### src/rtl/csr_pkg.sv
// Shared definitions for the machine-mode CSR file and trap sequencer:
// CSR addresses, operation/state encodings and the read-modify-write helper.
package csr_pkg;

  localparam logic [11:0] CSR_MSTATUS  = 12'h300;
  localparam logic [11:0] CSR_MIE      = 12'h304;
  localparam logic [11:0] CSR_MTVEC    = 12'h305;
  localparam logic [11:0] CSR_MEPC     = 12'h341;
  localparam logic [11:0] CSR_MIP      = 12'h344;
  localparam logic [11:0] CSR_CYCLE    = 12'hC00;
  localparam logic [11:0] CSR_CYCLEH   = 12'hC80;
  localparam logic [11:0] CSR_INSTRET  = 12'hC02;
  localparam logic [11:0] CSR_INSTRETH = 12'hC82;

  localparam int MIE_BIT  = 3;
  localparam int MPIE_BIT = 7;
  localparam int MTIE_BIT = 7;
  localparam int MEIE_BIT = 11;

  typedef enum logic [1:0] {
    NOP = 2'b00,
    RW  = 2'b01,
    RS  = 2'b10,
    RC  = 2'b11
  } csr_op_e;

  typedef enum logic [1:0] {
    IDLE  = 2'd0,
    TRAP  = 2'd1,
    RET   = 2'd2,
    SLEEP = 2'd3
  } csr_state_e;

  function automatic logic [31:0] csr_apply(input csr_op_e op, input logic [31:0] old_val,
                                            input logic [31:0] wdata);
    case (op)
      RW:      return wdata;
      RS:      return old_val | wdata;
      RC:      return old_val & ~wdata;
      default: return old_val;
    endcase
  endfunction

endpackage

### src/rtl/csr_counter64.sv
// 64-bit free-running counter split into 32-bit halves; the high word only
// moves when the low word wraps, so a same-cycle read sees the old high word.
module csr_counter64 (
  input  logic        clk,
  input  logic        rst,
  input  logic        en,
  output logic [31:0] lo,
  output logic [31:0] hi
);

  logic [31:0] lo_q, lo_d;
  logic [31:0] hi_q, hi_d;

  always_comb begin
    lo_d = lo_q;
    hi_d = hi_q;
    if (en) begin
      lo_d = lo_q + 32'd1;
      if (lo_q == 32'hFFFF_FFFF) begin
        hi_d = hi_q + 32'd1;
      end
    end
  end

  always_ff @(posedge clk or posedge rst) begin
    if (rst) begin
      lo_q <= '0;
      hi_q <= '0;
    end else begin
      lo_q <= lo_d;
      hi_q <= hi_d;
    end
  end

  assign lo = lo_q;
  assign hi = hi_q;

endmodule

### src/rtl/csr_trap_ctrl.sv
// Machine-mode CSR file, counters and trap/return/sleep sequencer beside EXE.
// Define CSR_IRQ_SYNC_EN to pass ext_irq/timer_irq through 2-flop synchronizers.
module csr_trap_ctrl
  import csr_pkg::*;
#(
  parameter logic [31:0] MTVEC_BASE = 32'h0001_0000,
  parameter int          XLEN       = 32
) (
  input  logic            clk,
  input  logic            rst,
  input  logic            csr_en,
  input  logic [1:0]      csr_op,
  input  logic [11:0]     csr_addr,
  input  logic [XLEN-1:0] csr_wdata,
  output logic [XLEN-1:0] csr_rdata,
  input  logic            mret,
  input  logic            wfi,
  input  logic            ext_irq,
  input  logic            timer_irq,
  input  logic [XLEN-1:0] pc_exe,
  input  logic            retire,
  input  logic            pipe_stall,
  output logic            redirect_valid,
  output logic [XLEN-1:0] redirect_pc,
  output logic            flush,
  output logic            wfi_stall
);

  logic ext_s, tmr_s;

`ifdef CSR_IRQ_SYNC_EN
  logic [1:0] ext_sync_q, ext_sync_d;
  logic [1:0] tmr_sync_q, tmr_sync_d;

  always_comb begin
    ext_sync_d = {ext_sync_q[0], ext_irq};
    tmr_sync_d = {tmr_sync_q[0], timer_irq};
  end

  always_ff @(posedge clk or posedge rst) begin
    if (rst) begin
      ext_sync_q <= '0;
      tmr_sync_q <= '0;
    end else begin
      ext_sync_q <= ext_sync_d;
      tmr_sync_q <= tmr_sync_d;
    end
  end

  assign ext_s = ext_sync_q[1];
  assign tmr_s = tmr_sync_q[1];
`else
  assign ext_s = ext_irq;
  assign tmr_s = timer_irq;
`endif

  logic [31:0] cycle_lo, cycle_hi, instret_lo, instret_hi;

  csr_counter64 u_cycle (
    .clk (clk),
    .rst (rst),
    .en  (1'b1),
    .lo  (cycle_lo),
    .hi  (cycle_hi)
  );

  csr_counter64 u_instret (
    .clk (clk),
    .rst (rst),
    .en  (retire && !pipe_stall),
    .lo  (instret_lo),
    .hi  (instret_hi)
  );

  csr_state_e  state_q, state_d;
  logic        mie_q, mie_d, mpie_q, mpie_d;
  logic        mtie_q, mtie_d, meie_q, meie_d;
  logic [31:0] mepc_q, mepc_d;
  logic        redirect_valid_q, redirect_valid_d;
  logic [31:0] redirect_pc_q, redirect_pc_d;
  logic        wfi_stall_q, wfi_stall_d;

  logic        irq_wake, irq_pend, csr_we;
  logic [31:0] csr_new;
  csr_op_e     op;

  assign op       = csr_op_e'(csr_op);
  // Wake ignores the global MIE so WFI can resume with interrupts masked.
  assign irq_wake = (ext_s && meie_q) || (tmr_s && mtie_q);
  assign irq_pend = mie_q && irq_wake;
  assign csr_we   = csr_en && (op != NOP) && !pipe_stall && (state_q == IDLE) && !irq_pend;
  assign csr_new  = csr_apply(op, csr_rdata, csr_wdata);

  always_comb begin
    case (csr_addr)
      CSR_MSTATUS:  csr_rdata = {19'd0, 2'b11, 3'd0, mpie_q, 3'd0, mie_q, 3'd0};
      CSR_MIE:      csr_rdata = {20'd0, meie_q, 3'd0, mtie_q, 7'd0};
      CSR_MTVEC:    csr_rdata = MTVEC_BASE;
      CSR_MEPC:     csr_rdata = mepc_q;
      CSR_MIP:      csr_rdata = {20'd0, ext_s, 3'd0, tmr_s, 7'd0};
      CSR_CYCLE:    csr_rdata = cycle_lo;
      CSR_CYCLEH:   csr_rdata = cycle_hi;
      CSR_INSTRET:  csr_rdata = instret_lo;
      CSR_INSTRETH: csr_rdata = instret_hi;
      default:      csr_rdata = '0;
    endcase
  end

  always_comb begin
    state_d          = state_q;
    mie_d            = mie_q;
    mpie_d           = mpie_q;
    mtie_d           = mtie_q;
    meie_d           = meie_q;
    mepc_d           = mepc_q;
    redirect_valid_d = 1'b0;
    redirect_pc_d    = redirect_pc_q;
    wfi_stall_d      = wfi_stall_q;

    if (csr_we) begin
      case (csr_addr)
        CSR_MSTATUS: begin
          mie_d  = csr_new[MIE_BIT];
          mpie_d = csr_new[MPIE_BIT];
        end
        CSR_MIE: begin
          mtie_d = csr_new[MTIE_BIT];
          meie_d = csr_new[MEIE_BIT];
        end
        CSR_MEPC: mepc_d = csr_new & ~32'h3;
        default:  ;
      endcase
    end

    case (state_q)
      IDLE: begin
        if (!pipe_stall) begin
          if (irq_pend) begin
            state_d          = TRAP;
            mepc_d           = pc_exe & ~32'h3;
            mpie_d           = mie_q;
            mie_d            = 1'b0;
            redirect_valid_d = 1'b1;
            redirect_pc_d    = MTVEC_BASE;
          end else if (mret) begin
            state_d          = RET;
            mie_d            = mpie_q;
            mpie_d           = 1'b1;
            redirect_valid_d = 1'b1;
            redirect_pc_d    = mepc_q;
          end else if (wfi) begin
            state_d     = SLEEP;
            wfi_stall_d = 1'b1;
          end
        end
      end
      TRAP, RET: state_d = IDLE;
      SLEEP: begin
        if (irq_wake) begin
          state_d     = IDLE;
          wfi_stall_d = 1'b0;
        end
      end
      default: state_d = IDLE;
    endcase
  end

  always_ff @(posedge clk or posedge rst) begin
    if (rst) begin
      state_q          <= IDLE;
      mie_q            <= 1'b0;
      mpie_q           <= 1'b0;
      mtie_q           <= 1'b0;
      meie_q           <= 1'b0;
      mepc_q           <= '0;
      redirect_valid_q <= 1'b0;
      redirect_pc_q    <= '0;
      wfi_stall_q      <= 1'b0;
    end else begin
      state_q          <= state_d;
      mie_q            <= mie_d;
      mpie_q           <= mpie_d;
      mtie_q           <= mtie_d;
      meie_q           <= meie_d;
      mepc_q           <= mepc_d;
      redirect_valid_q <= redirect_valid_d;
      redirect_pc_q    <= redirect_pc_d;
      wfi_stall_q      <= wfi_stall_d;
    end
  end

  assign redirect_valid = redirect_valid_q;
  assign flush          = redirect_valid_q;
  assign redirect_pc    = redirect_pc_q;
  assign wfi_stall      = wfi_stall_q;

endmodule

### config.mk
export PLATFORM = sky130hd
export DESIGN_NAME = csr_trap_ctrl
export DESIGN_NICKNAME = d
export VERILOG_FILES = /design/src/rtl/csr_pkg.sv /design/src/rtl/csr_counter64.sv /design/src/rtl/csr_trap_ctrl.sv
export SDC_FILE = /design/constraint.sdc
export NUM_CORES = 1
export LEC_CHECK = 0
export ABC_AREA = 1
export BUFFER_PORTS_ARGS = -buffer_cell sky130_fd_sc_hd__buf_4
export CORE_UTILIZATION = 45
export DETAILED_ROUTE_END_ITERATION = 7
export PLACE_DENSITY = 0.66
export SLEW_MARGIN = 20
export SYNTH_ARGS = -nofsm -noshare
export SYNTH_HDL_FRONTEND = slang
export SYNTH_HIERARCHICAL = 1
export SYNTH_SLANG_ARGS = --single-unit
### constraint.sdc
create_clock -name clk -period 2.45 [get_ports clk]
set_input_delay 0.1225 -clock clk [delete_from_list [all_inputs] [get_ports clk]]
set_output_delay 0.1225 -clock clk [all_outputs]
set_load 0.05 [all_outputs]
==> key figures <==
Status
  – Outcome: complete, no violations

Die
  – Die H: 172.5 µm
  – Row cnt: 62
  – Die ar.: 29,760 µm²
  – I/O Pins: 154
  – Initial core utilization: 0.4570
  – Placeable Area: 28,630 µm²
  – Chip Width: 172.5 µm

Power
  – Switch share: 0.3777
  – Sw Pwr: 3.900 mW
  – Peak supply drop: 0.4737 mV
  – P_int: 6.424 mW
  – Sequential power share: 0.439
  – Clock Power Share: 0.282
  – PwrDens: 662.3 nW/µm²
  – LEAKAGE: 7.546 nW
  – Logic pwr share: 0.279

Cells and area
  – Fillers: 2,791
  – Commonest non-fill, non-tap cell in the layout: nand2_1
  – Most frequent cells in the layout: nand2_1 (679), nand3_1 (261), nor2_1 (224)
  – Final net count: 2,198
  – Layout cells sized above 1: 0.1382
  – Area grow syn2layout: 19.15%
  – Fin cells: 2,504
  – Fin area: 15,590 µm²
  – Antenna cell count: 0

Setup path
  – Critical-path top delay cell: dfrtp_1
  – Critical Path AT: 1930 ps
  – Critical path fanouts, max: 4
  – Crit path capture type: output port
  – Critical Path RT: 2330 ps
  – Setup Crit Path Kind: reg -> out
  – Worst path cell trace: buf_4 -> nand3_1 -> o21ai_0 -> a31oi_1 -> nand3_1 -> buf_4
  – Max incr delay on CP: 410 ps
  – Worst Setup Start Kind: flop

Clock network
  – Cts bufs inserted: 17
  – CTS H-tree depth: 4
  – Post-CTS Repair Setup Buffers: 0
  – Worst-Skew Late Latency: 460 ps
  – Worst-case clock buffer depth: 2
  – CTS tree: yes
  – Clock slew seen by the registers of the worst setup and hold paths: 80 ps
  – Clk sinks: 200
  – Cts-stage hold buffer count: 32
  – Clock Tree Root: clkbuf_16
  – Post-CTS sizing: 0

Placed design
  – PortBufs: 149
  – Final GP Congestion: 0.9705
  – Post-detail-place hpwl: 34,460 µm
  – Inst Count DP: 2,440
  – Placed cell area: 14,680 µm²
  – Worst slack at placement: 441.5 ps

Synth
  – Mapped cell area: 13,080 µm²
  – Combinational family with the most area after synthesis: simple AND/OR/NAND/NOR gates
  – Adder-cell share of the synthesized area: 0.003826
  – Mapped Avg Cell Area: 6.747 µm²
  – Compound-Gate Fraction of Synth Area: 0.07900
  – Top FF cell, synth: dfrtp_1
  – Synth Net Count: 2,030
  – Post-synthesis mux area share: 0
  – Simple-gate share of the synthesized area: 0.4070
  – Post-synth EDFFs: 0
  – Register area share after synthesis: 0.3826
  – Post-Synth XOR/XNOR Area: 0.05356
  – Yosys cell types: 38
  – Async S/R FF share, synth: 1.000
  – Cells after Synth: 1,939
  – Synth warn: 6
  – Post-synthesis register bit count: 200

Routing
  – # DRC: 0
  – Routed vias: 13,670
  – Vias/cell: 5.460
  – Final wirelength: 45,270 µm
  – Pre-antenna DRT Iters: 6
  – Avg WL per Cell: 18.08 µm
  – Initial DRC count: 1,559
  – Final ANT Viol Nets: 0

STA
  – Final TNS setup: 0 ps
  – Final worst path period share: 0.8381
  – Max-slew violations: 0
  – Worst clock skew: 18.74 ps
  – Hold Worst Slack: 14.52 ps
  – Unrepaired setup endpoints after global routing: false
  – Setup violations, final: 0
  – Fmax: 487.0 MHz
  – Worst Tran Pin Value: 585.8 ps
  – Tmin final: 2053 ps
  – Final Hold Fails: 0
  – PnR worst setup slack: 396.7 ps
  – Relative slew slack: 0.6086

Run
  – Max-cap violations: 0

Global routing
  – GRT Util Overall: 0.3045
  – Antenna violations before repair: 0
  – Grt total ovfl: 0
  – Largest net degree at the start of global routing: 73
  – First-pass GRT wire length: 69,980 µm
  – Vias in the first global route: 12,640

Worst hold path
  – HP Class: in -> reg
[state kept, by name, summed over array words and instances (netlist names)]
signal and flops:
meie_q 1, redirect_pc 32, state_q 2, u_cycle/lo 32, wfi_stall 1, mtie_q 1, u_instret/lo 32, u_instret/hi 32
mpie_q 1, mie_q 1, mepc_q 32, flush 1, u_cycle/hi 32
[per-layer routing]
metal	global-route usage	wire, µm	part of all wire
met1	0.3974	18740	0.41
met2	0.4976	21320	0.47
met3	0.05261	3333	0.074
met4	0.1276	1883	0.042
met5	0	0	0
[worst paths after layout]
path	start	to	slack, ps	cells after the start
hold reg to reg	wfi_stall	wfi_stall	490	2
setup reg to reg	state_q[0]	mepc_q[21]	510	10
setup / recovery	u_cycle/hi[0]	csr_rdata[0]	400	6
hold / removal	csr_wdata[30]	mepc_q[30]	10	5
max in group asynchronous	rst	u_cycle/hi[8]	1460	4
min in group asynchronous	rst	u_cycle/hi[29]	280	3
[power by group through the flow]
stage                     Sequential, mW  Combinational [mW]  Clock (mW)
after floorplan                     5.15                1.21           0
after global placement              4.58                2.77           0
after detailed placement            4.59                2.82           0
after CTS                           4.52                2.88        2.95
after global routing                4.60                3.09        3.05
final                               4.53                2.88        2.91
[cell type report]
| cell class | instances | area (µm²) | share of cell area |
|---|---|---|---|
| sequential | 200 | 5005 | 0.3211 |
| tap | 384 | 480.5 | 0.03082 |
| multi-input combinational | 1514 | 7116 | 0.4565 |
| timing repair buffer | 222 | 1822 | 0.1169 |
| inverter | 152 | 573.1 | 0.03676 |
| clock buffer | 18 | 429.2 | 0.02753 |
| clock inverter | 14 | 162.7 | 0.01044 |
[critical path, delay by kind of cell, from the launching register on]
kind / cells / cell delay [ps]
DFF: 1 / 410
AOI/OAI and AO/OA: 2 / 450
buffers and inverters: 2 / 390
and+or+nand+nor: 2 / 230
[synth_stat cells (26+ instances only)]
cell type | count | share of area
a21oi_1 | 63 | 0.024
a32o_1 | 27 | 0.021
buf_2 | 31 | 0.012
dfrtp_1 | 200 | 0.38
inv_1 | 146 | 0.042
nand2_1 | 679 | 0.19
nand3_1 | 261 | 0.10
nor2_1 | 225 | 0.065
o21ai_0 | 69 | 0.026
or2_2 | 26 | 0.012
xnor2_1 | 36 | 0.024
xor2_1 | 44 | 0.029
[metrics by stage]
step                      power (mW)  utilization
after floorplan                6.355            -
after global placement         7.352       0.5127
after detailed placement       7.409       0.5127
after CTS                      10.35       0.5445
after global routing           10.74       0.5445
final                          10.32       0.5445
[cell families (layout without fill, tap and decap cells)]
kind of cell             count (synthesis)  in the layout
AO/OA/AOI/OAI                          176            176
XOR/XNOR                                80             80
adder cells (fa/ha/maj)                  4              4
buffers and inverters                  225            406
flip-flops                             200            200
other                                    1              1
AND/OR/NAND/NOR                       1253           1253
No activity file was read; power rests on OpenSTA's default activity.
